==> src/rtl/ysyx_22041071_lsu_pkg.sv <==
// Shared definitions for the load/store unit:
// opcodes, funct3 encodings, FSM states, alignment helper.
package ysyx_22041071_lsu_pkg;

   localparam logic [6:0] OP_LOAD  = 7'b0000011;
   localparam logic [6:0] OP_STORE = 7'b0100011;

   localparam logic [2:0] F3_B  = 3'b000;
   localparam logic [2:0] F3_H  = 3'b001;
   localparam logic [2:0] F3_W  = 3'b010;
   localparam logic [2:0] F3_D  = 3'b011;
   localparam logic [2:0] F3_BU = 3'b100;
   localparam logic [2:0] F3_HU = 3'b101;
   localparam logic [2:0] F3_WU = 3'b110;

   typedef enum logic [1:0] {
      S_IDLE = 2'd0,
      S_REQ  = 2'd1,
      S_WAIT = 2'd2,
      S_DONE = 2'd3
   } lsu_state_e;

   // size is funct3[1:0]: 0=byte 1=half 2=word 3=double
   function automatic logic misaligned(input logic [1:0] size,
                                       input logic [2:0] off);
      logic m;
      m = 1'b0;
      case (size)
         2'd0:    m = 1'b0;
         2'd1:    m = off[0];
         2'd2:    m = |off[1:0];
         default: m = |off;
      endcase
      return m;
   endfunction

endpackage

==> src/rtl/ysyx_22041071_lsu_align.sv <==
// Lane alignment: load lane extract + extend,
// store data shift + byte strobes.
module ysyx_22041071_lsu_align
   import ysyx_22041071_lsu_pkg::*;
#(
   parameter int XLEN = 64
) (
   input  logic [2:0]        funct3,
   input  logic [2:0]        off,
   input  logic [XLEN-1:0]   st_data,
   input  logic [XLEN-1:0]   rdata,
   output logic [XLEN-1:0]   wdata,
   output logic [XLEN/8-1:0] wstrb,
   output logic [XLEN-1:0]   ld_data
);

   localparam int STRB_W = XLEN / 8;

   logic [5:0]      bits;
   logic [XLEN-1:0] shifted;
   logic [63:0]     sh64;
   logic [63:0]     ext64;
   logic [63:0]     mask64;
   logic [63:0]     st64;
   logic [7:0]      bmask;

   assign bits = {off, 3'b000};

   always_comb begin
      shifted = rdata >> bits;
      sh64    = 64'(shifted);
      ext64   = '0;
      case (funct3)
         F3_B:    ext64 = {{56{sh64[7]}}, sh64[7:0]};
         F3_H:    ext64 = {{48{sh64[15]}}, sh64[15:0]};
         F3_W:    ext64 = {{32{sh64[31]}}, sh64[31:0]};
         F3_BU:   ext64 = {56'd0, sh64[7:0]};
         F3_HU:   ext64 = {48'd0, sh64[15:0]};
         F3_WU:   ext64 = {32'd0, sh64[31:0]};
         default: ext64 = sh64;
      endcase
      ld_data = ext64[XLEN-1:0];
   end

   // Bytes shifted past the top lane are simply lost.
   always_comb begin
      bmask  = 8'h00;
      mask64 = '0;
      case (funct3[1:0])
         2'd0:    bmask = 8'h01;
         2'd1:    bmask = 8'h03;
         2'd2:    bmask = 8'h0F;
         default: bmask = 8'hFF;
      endcase
      for (int i = 0; i < 8; i++) begin
         mask64[i*8 +: 8] = {8{bmask[i]}};
      end
      st64  = 64'(st_data) & mask64;
      wdata = XLEN'(st64) << bits;
      wstrb = STRB_W'(bmask << off);
   end

endmodule

==> src/rtl/ysyx_22041071_lsu.sv <==
// Load/store unit: IDLE/REQ/WAIT/DONE sequencer.
// Define YSYX_22041071_MISALIGN_TRAP_EN to trap misaligned accesses.
module ysyx_22041071_lsu
   import ysyx_22041071_lsu_pkg::*;
#(
   parameter int          XLEN     = 64,
   parameter int          ADDR_W   = 64,
   parameter logic [63:0] MEM_BASE = 64'h8000_0000
) (
   input  logic              clk,
   input  logic              reset_n,
   input  logic              in_valid,
   output logic              in_ready,
   input  logic [ADDR_W-1:0] in_pc,
   input  logic [31:0]       in_ins,
   input  logic              in_reg_w_en,
   input  logic [4:0]        in_rdest,
   input  logic [XLEN-1:0]   in_alu_result,
   input  logic [XLEN-1:0]   in_rt_data,
   output logic              out_valid,
   input  logic              out_ready,
   output logic [ADDR_W-1:0] out_pc,
   output logic [31:0]       out_ins,
   output logic              out_reg_w_en,
   output logic [4:0]        out_rdest,
   output logic [XLEN-1:0]   out_wb_data,
   output logic              out_excp,
   output logic              mem_req_valid,
   input  logic              mem_req_ready,
   output logic              mem_req_wen,
   output logic [ADDR_W-1:0] mem_req_addr,
   output logic [XLEN-1:0]   mem_req_wdata,
   output logic [XLEN/8-1:0] mem_req_wstrb,
   input  logic              mem_resp_valid,
   input  logic [XLEN-1:0]   mem_resp_rdata
);

   localparam int OFFW = $clog2(XLEN / 8);
   localparam logic [ADDR_W-1:0] BASE = ADDR_W'(MEM_BASE);

   lsu_state_e state, state_nxt;

   logic [ADDR_W-1:0] addr_q;
   logic [XLEN-1:0]   rt_q;
   logic [XLEN-1:0]   ld_data;
   logic [2:0]        in_f3;
   logic              in_load, in_store, in_mem;
   logic              in_illegal, in_misal, in_trap;
   logic              acc, resp_take;

   assign in_f3    = in_ins[14:12];
   assign in_load  = in_ins[6:0] == OP_LOAD;
   assign in_store = in_ins[6:0] == OP_STORE;
   assign in_mem   = in_load || in_store;

   // 64-bit accesses do not exist on a 32-bit datapath.
   assign in_illegal = (XLEN == 32) &&
      ((in_load && (in_f3 == F3_D || in_f3 == F3_WU)) ||
       (in_store && in_f3 == F3_D));

`ifdef YSYX_22041071_MISALIGN_TRAP_EN
   logic [2:0] in_off;
   assign in_off   = 3'(in_alu_result[OFFW-1:0]);
   assign in_misal = in_mem && misaligned(in_f3[1:0], in_off);
`else
   assign in_misal = 1'b0;
`endif

   assign in_trap = in_illegal || in_misal;

   assign in_ready      = state == S_IDLE;
   assign out_valid     = state == S_DONE;
   assign mem_req_valid = state == S_REQ;
   assign acc           = in_valid && in_ready;
   assign resp_take     = (state == S_WAIT) && mem_resp_valid;

   assign mem_req_wen  = out_ins[6:0] == OP_STORE;
   assign mem_req_addr = (addr_q - BASE) >> OFFW;

   ysyx_22041071_lsu_align #(.XLEN(XLEN)) u_align (
      .funct3  (out_ins[14:12]),
      .off     (3'(addr_q[OFFW-1:0])),
      .st_data (rt_q),
      .rdata   (mem_resp_rdata),
      .wdata   (mem_req_wdata),
      .wstrb   (mem_req_wstrb),
      .ld_data (ld_data)
   );

   always_ff @(posedge clk or negedge reset_n) begin
      if (!reset_n) begin
         state <= S_IDLE;
      end else begin
         state <= state_nxt;
      end
   end

   always_comb begin
      state_nxt = state;
      case (state)
         S_IDLE: begin
            if (acc) begin
               state_nxt = (in_mem && !in_trap) ? S_REQ : S_DONE;
            end
         end
         S_REQ:  if (mem_req_ready)  state_nxt = S_WAIT;
         S_WAIT: if (mem_resp_valid) state_nxt = S_DONE;
         S_DONE: if (out_ready)      state_nxt = S_IDLE;
         default: state_nxt = S_IDLE;
      endcase
   end

   always_ff @(posedge clk or negedge reset_n) begin
      if (!reset_n) begin
         out_pc       <= '0;
         out_ins      <= '0;
         out_reg_w_en <= 1'b0;
         out_rdest    <= '0;
         out_wb_data  <= '0;
         out_excp     <= 1'b0;
         addr_q       <= '0;
         rt_q         <= '0;
      end else if (acc) begin
         out_pc       <= in_pc;
         out_ins      <= in_ins;
         out_reg_w_en <= in_reg_w_en && !in_trap;
         out_rdest    <= in_rdest;
         out_wb_data  <= in_alu_result;
         out_excp     <= in_trap;
         addr_q       <= ADDR_W'(in_alu_result);
         rt_q         <= in_rt_data;
      end else if (resp_take && !mem_req_wen) begin
         out_wb_data  <= ld_data;
      end
   end

endmodule

==> config.mk <==
export PLATFORM = sky130hd
export DESIGN_NAME = ysyx_22041071_lsu
export DESIGN_NICKNAME = d
export VERILOG_FILES = /design/src/rtl/ysyx_22041071_lsu_pkg.sv /design/src/rtl/ysyx_22041071_lsu_align.sv /design/src/rtl/ysyx_22041071_lsu.sv
export SDC_FILE = /design/constraint.sdc
export NUM_CORES = 1
export LEC_CHECK = 0
export BUFFER_PORTS_ARGS = -buffer_cell sky130_fd_sc_hd__buf_2
export CORE_AREA = 3 3 235 237
export DETAILED_ROUTE_END_ITERATION = 7
export DIE_AREA = 0 0 238 240
export PLACE_DENSITY = 0.59
export SLEW_MARGIN = 20
export SYNTH_ARGS = -nofsm -noshare
export SYNTH_HDL_FRONTEND = slang
export SYNTH_SLANG_ARGS = --single-unit
==> constraint.sdc <==
create_clock -name clk -period 6.01 [get_ports clk]
set_input_delay 0.3005 -clock clk [delete_from_list [all_inputs] [get_ports clk]]
set_output_delay 0.3005 -clock clk [all_outputs]
set_load 0.005 [all_outputs]
# == Yosys cells after proc, flatten, opt, wreduce, memory -nomap -nowiden ==
# Index checks and enable logic that the tools add are counted.
# word_totals
out_inout_bits,307
ff_bits,296
input_bits,300
word_cells,50
# classes
n_addsub,1
n_mux,10
shift,3
eq_ne,17
bitwise,1
reduce_logical,10
# ops
cell,count
$pmux W64 S6,1
$mux W64,2
$and A64 B64 Y64,1
$shl A64 B6 Y64,1
$shr A64 B6 Y64,1
$sub A64 B32 Y64 const B,1
$pmux W8 S3,1
$eq A7 B6 Y1 const B,2
$mux W2,5
$eq A3 B3 Y1 const B,3
$pmux W2 S4,1
$shl A8 B3 Y8,1
$eq A7 B2 Y1 const B,1
$eq A2 B2 Y1 const B,3
$ne A2 B1 Y1 const B,3
$eq A2 B1 Y1 const B,2
$logic_not A2 Y1,2
$reduce_and A4 Y1,1
$eq A3 B1 Y1 const B,1
$eq A3 B2 Y1 const B,1
$logic_and A1 B1 Y1,3
$logic_not A3 Y1,1
$ne A2 B2 Y1 const B,1
$reduce_bool A2 Y1,1
2 further kinds,2

# == Longest topological paths before layout ==
# logic_depth
word_depth,5
mapped_depth,10
depth_no_buf,7

# == Modules after synthesis ==
# A second synthesis with hierarchy kept.
# unflattened
cells_unflattened,2002
area_unflattened_um2,16709.8
# by_module_without_submodules
module,n_inst,cells_per_inst,area_each_um2
ysyx_22041071_lsu,1,1389,12557.0
ysyx_22041071_lsu_align,1,613,4152.7

# == Worst setup path after synthesis ==
# Ideal clock, no wire load.
# synth_path
path_type,register to output
start,register addr_q[42]
end,output mem_req_addr[48]
arrival_time_ns,2.022
path_slack_ns,3.688
path_stages_with_launch,6
cell_sequence,dfrtp_1 > or4_4 > or4_4 > or2_1 > nor3_2 > xor2_1
# synth_between
elab_chain_len,1
# synth_rtl
element,line_no,rtl
start: declaration,ysyx_22041071_lsu.sv:43,logic [ADDR_W-1:0] addr_q;
start signal: assignment,ysyx_22041071_lsu.sv:130,addr_q <= ADDR_W'(in_alu_result);
$sub A64 B32 Y64,ysyx_22041071_lsu.sv:78,assign mem_req_addr = (addr_q - BASE) >> OFFW;
end: declaration,ysyx_22041071_lsu.sv:31,"output logic [ADDR_W-1:0] mem_req_addr,"
# Every way passes these cells.

# == Final worst setup path ==
# layout_path
start,register addr_q[0]
end,output mem_req_wdata[55]
# layout_between
elab_chain_len,1
# layout_rtl
element,line_no,rtl
$shl A64 B6 Y64,ysyx_22041071_lsu_align.sv:59,wdata = XLEN'(st64) << bits;
end: declaration,ysyx_22041071_lsu.sv:32,"output logic [XLEN-1:0] mem_req_wdata,"
# Every way passes these cells.

==> impl_metrics.csv <==
group,metric,value,unit
synthesis,synth_edf_count,0,
clock_network,cts.sinks,296,
sta,maxSlewHeadroom,0.274,
clock_network,cts_made_buffers,37,
setup_path,critical_path_class,"register to primary output",
sta,max_freq,0.271,GHz
pwr,powerDensity,531,nW/µm²
grt,grt_max_degree,155,
floorplanning,dieArea,57100,µm²
sta,finalSetupViolCount,0,
sta,finalSetupTns,0,ns
placement,placed_cell_area,19100,µm²
synthesis,ys_warn_count,0,
setup_path,cp-end-kind,"primary output",
layout,nNetsFinal,2917,
setup_path,crit_end,"mem_req_wdata[55]",
setup_path,crit_fanout,143,
pwr,power_leakage,11.5,nW
synthesis,seq_area_frac_synth,0.468,
synthesis,synth_top_flop_cell,"dfrtp_1",
floorplanning,die_h,240,µm
drt,wl_per_cell,22.1,µm
clock_network,clkLatencyLatePin,0.55,ns
clock_network,root_buffer,"clkbuf_16",
setup_path,reg2regPathDepth,7,
setup_path,reg2reg_to,"out_wb_data[59]",
setup_path,crit_slowest_cell,"nor2b_1",
clock_network,cts_max_level,2,
drt,drtIter0Drc,1406,
drt,routed_via_density,5.11,
synthesis,yosysUniqueCellTypes,66,
sta,fin_crit,3.69,ns
setup_path,crit_buf_inv,2,
setup_path,critPathLaunchType,"register",
worst_hold_path,hp-class,"input pin to register",
drt,wirelength,73900,µm
setup_path,setup.worst_path.start,"addr_q[0]",
layout,syn_to_final_growth,42.3,%
floorplanning,start_util,0.296,
setup_path,required,5.71,ns
grt,grt-ovfl-total,0,
synthesis,synthArstFlopShare,1.00,
floorplanning,die_x,238,µm
setup_path,path_depth,7,
drt,route.antenna.remaining_nets,0,
clock_network,cts_setup_buffers,0,
setup_path,max_stage_delay,0.76,ns
clock_network,cts_buffer_depth,3,
pwr,ir_worst_vdd,0.286,mV
drt,drtPass1Iterations,5,
clock_network,cts_tree,"yes",
layout,fin_area,22500,µm²
layout,utilization,0.421,
status,status,"finished, final reports clean",
layout,drive_above_1_share,0.289,
layout,final_cell_mix,"715 x nand2_1, 601 x buf_2, 293 x dfrtp_1",
floorplanning,design.core.area,53500,µm²
sta,fin_crit_sh,0.615,
placement,place_hpwl,54500,µm
grt,grt_first_pass_wirelength,109000,µm
floorplanning,io_pins,607,
setup_path,cp_cell_sequence,"buf_12, nor2b_1, a22oi_1, nor2_1, a221oi_1, a21oi_1, buf_2",
placement,dp_slack,2.82,ns
setup_path,cpLargestDelayFamily,"simple AND/OR/NAND/NOR gates",
setup_path,reg2reg_slack,2.75,ns
drt,vias,17100,
grt,antenna_found_initial,11,
placement,place.gp.congestion,0.918,
setup_path,arrival,3.39,ns
sta,rsz0062_at_grt,"no",
sta,slew_viol_final,0,
synthesis,ys_ff_latch,296,
setup_path,reg2reg_from,"addr_q[1]",
grt,grt_pass1_vias,17300,
layout,nFillCells,5312,
placement,io_buffer_count,602,
layout,layout.cells.most_common,"nand2_1",
sta,finClkSkew,0.0246,ns
sta,holdWs,0.0253,ns
synthesis,syn_area,15800,µm²
synthesis,synth.avg_cell_area,8.32,µm²
floorplanning,rows,85,
sta,hold_viol,0,
sta,fin_ws,2.32,ns
clock_network,clk_pin_slew,0.07,ns
grt,grt_use_total,0.250,
synthesis,syn-instance-count,1902,
drt,drcViolationCount,0,
sta,tightest_slew,1.08,ns
job,drv_cap,0,
==> worst min-delay path by stage <==
stage / cells after the start / from / slack, ns / end
2_1_floorplan: 0 / reset_n / 0.005 / addr_q[0]
3_3_place_gp: 1 / reset_n / 0.35 / out_pc[39]
3_5_place_dp: 1 / reset_n / 0.35 / out_pc[37]
4_1_cts: 3 / in_alu_result[52] / 0.001 / addr_q[52]
5_1_grt: 3 / in_alu_result[52] / 0.008 / addr_q[52]
6_report: 3 / in_alu_result[0] / 0.03 / addr_q[0]
==> synthesized netlist by cell type (4+ instances only) <==
master	count	area share
o2bb2ai_1	5	0.0028
a211o_1	5	0.0028
o311a_1	7	0.0044
ha_1	5	0.0040
mux2_2	46	0.033
nor3b_1	9	0.0043
or4_1	5	0.0024
clkbuf_1	93	0.022
o211ai_1	5	0.0024
o221a_2	6	0.0043
xor2_1	13	0.0072
nand3_1	19	0.0060
buf_4	34	0.016
nor3_1	13	0.0041
nor2b_1	17	0.0067
nand2_1	716	0.17
o22ai_1	20	0.0079
mux2i_1	41	0.026
buf_2	23	0.0073
nor2_1	124	0.029
o21a_1	4	0.0019
a22oi_1	43	0.020
a21oi_1	85	0.027
nand2b_1	10	0.0040
a211oi_1	31	0.015
mux4_2	7	0.010
dfrtp_1	296	0.47
o21ai_0	83	0.026
buf_1	16	0.0038
nand3b_1	8	0.0038
a221oi_1	29	0.016
inv_1	12	0.0028
xnor2_1	16	0.0089
and2_1	11	0.0043
==> layer usage <==
metal  part of all wire  vias to the layer above  wire length [µm]  global-route usage
li1                   -                     7799                 -                   -
met1               0.38                     8310             28300               0.297
met2               0.50                      806             37000               0.442
met3              0.076                      141              5650              0.0580
met4              0.038                       12              2830              0.0909
met5             0.0011                        -                80                   0
==> cells by family (layout without fill, tap and decap cells) <==
family	Yosys count	after routing	synth area share
AND/OR/NAND/NOR	956	956	0.247
buffers and inverters	180	912	0.0535
XOR/XNOR	29	29	0.0160
flip-flops	296	296	0.468
adder cells (fa/ha/maj)	5	5	0.00395
AO/OA/AOI/OAI	341	341	0.142
multiplexers	94	94	0.0686
other	1	12	0.000237
==> what timing repair did <==
action / 4_1_cts / 5_1_grt
resized for setup: 0 / 0
hold buffers: 213 / 0
endpoints found under the hold margin: 296 / 0
==> sequential cells by signal, indices dropped and copies added (netlist names) <==
signal and count:
addr_q 64, rt_q 64, out_rdest 5, out_ins 32
out_reg_w_en 1, out_pc 64, out_wb_data 64, state 2
==> worst reg2reg max path, delay by kind of cell (launching register included) <==
kind                   cells  cell delay [ns]
buffers and inverters      2             1.03
AOI/OAI and AO/OA          4             0.81
DFF                        1             0.77
and+or+nand+nor            1             0.49
==> through the flow <==
step	instances	total power, W
after global routing	3334	0.0128
after CTS	3333	0.0120
final	3341	0.0119
after detailed placement	3056	0.00955
after global placement	3056	0.00946
after floorplan	1905	0.00698
==> report_power, final <==
group          total (W)  internal (W)  switching (W)
clock            0.00228       0.00135       0.000932
combinational    0.00583       0.00231        0.00352
sequential       0.00384       0.00296       0.000877
total             0.0119       0.00662        0.00533
==> cell type report <==
cell class / instances / area (µm²) / share of cell area
antenna: 8 / 20.0 / 0.000889
clock buffer: 48 / 1030 / 0.0457
clock inverter: 16 / 191 / 0.00850
inverter: 12 / 45.0 / 0.00200
multi-input combinational: 1429 / 7600 / 0.338
sequential: 296 / 7420 / 0.329
tap: 696 / 871 / 0.0387
timing repair buffer: 836 / 5340 / 0.237
(Power assumes the default switching activity.)
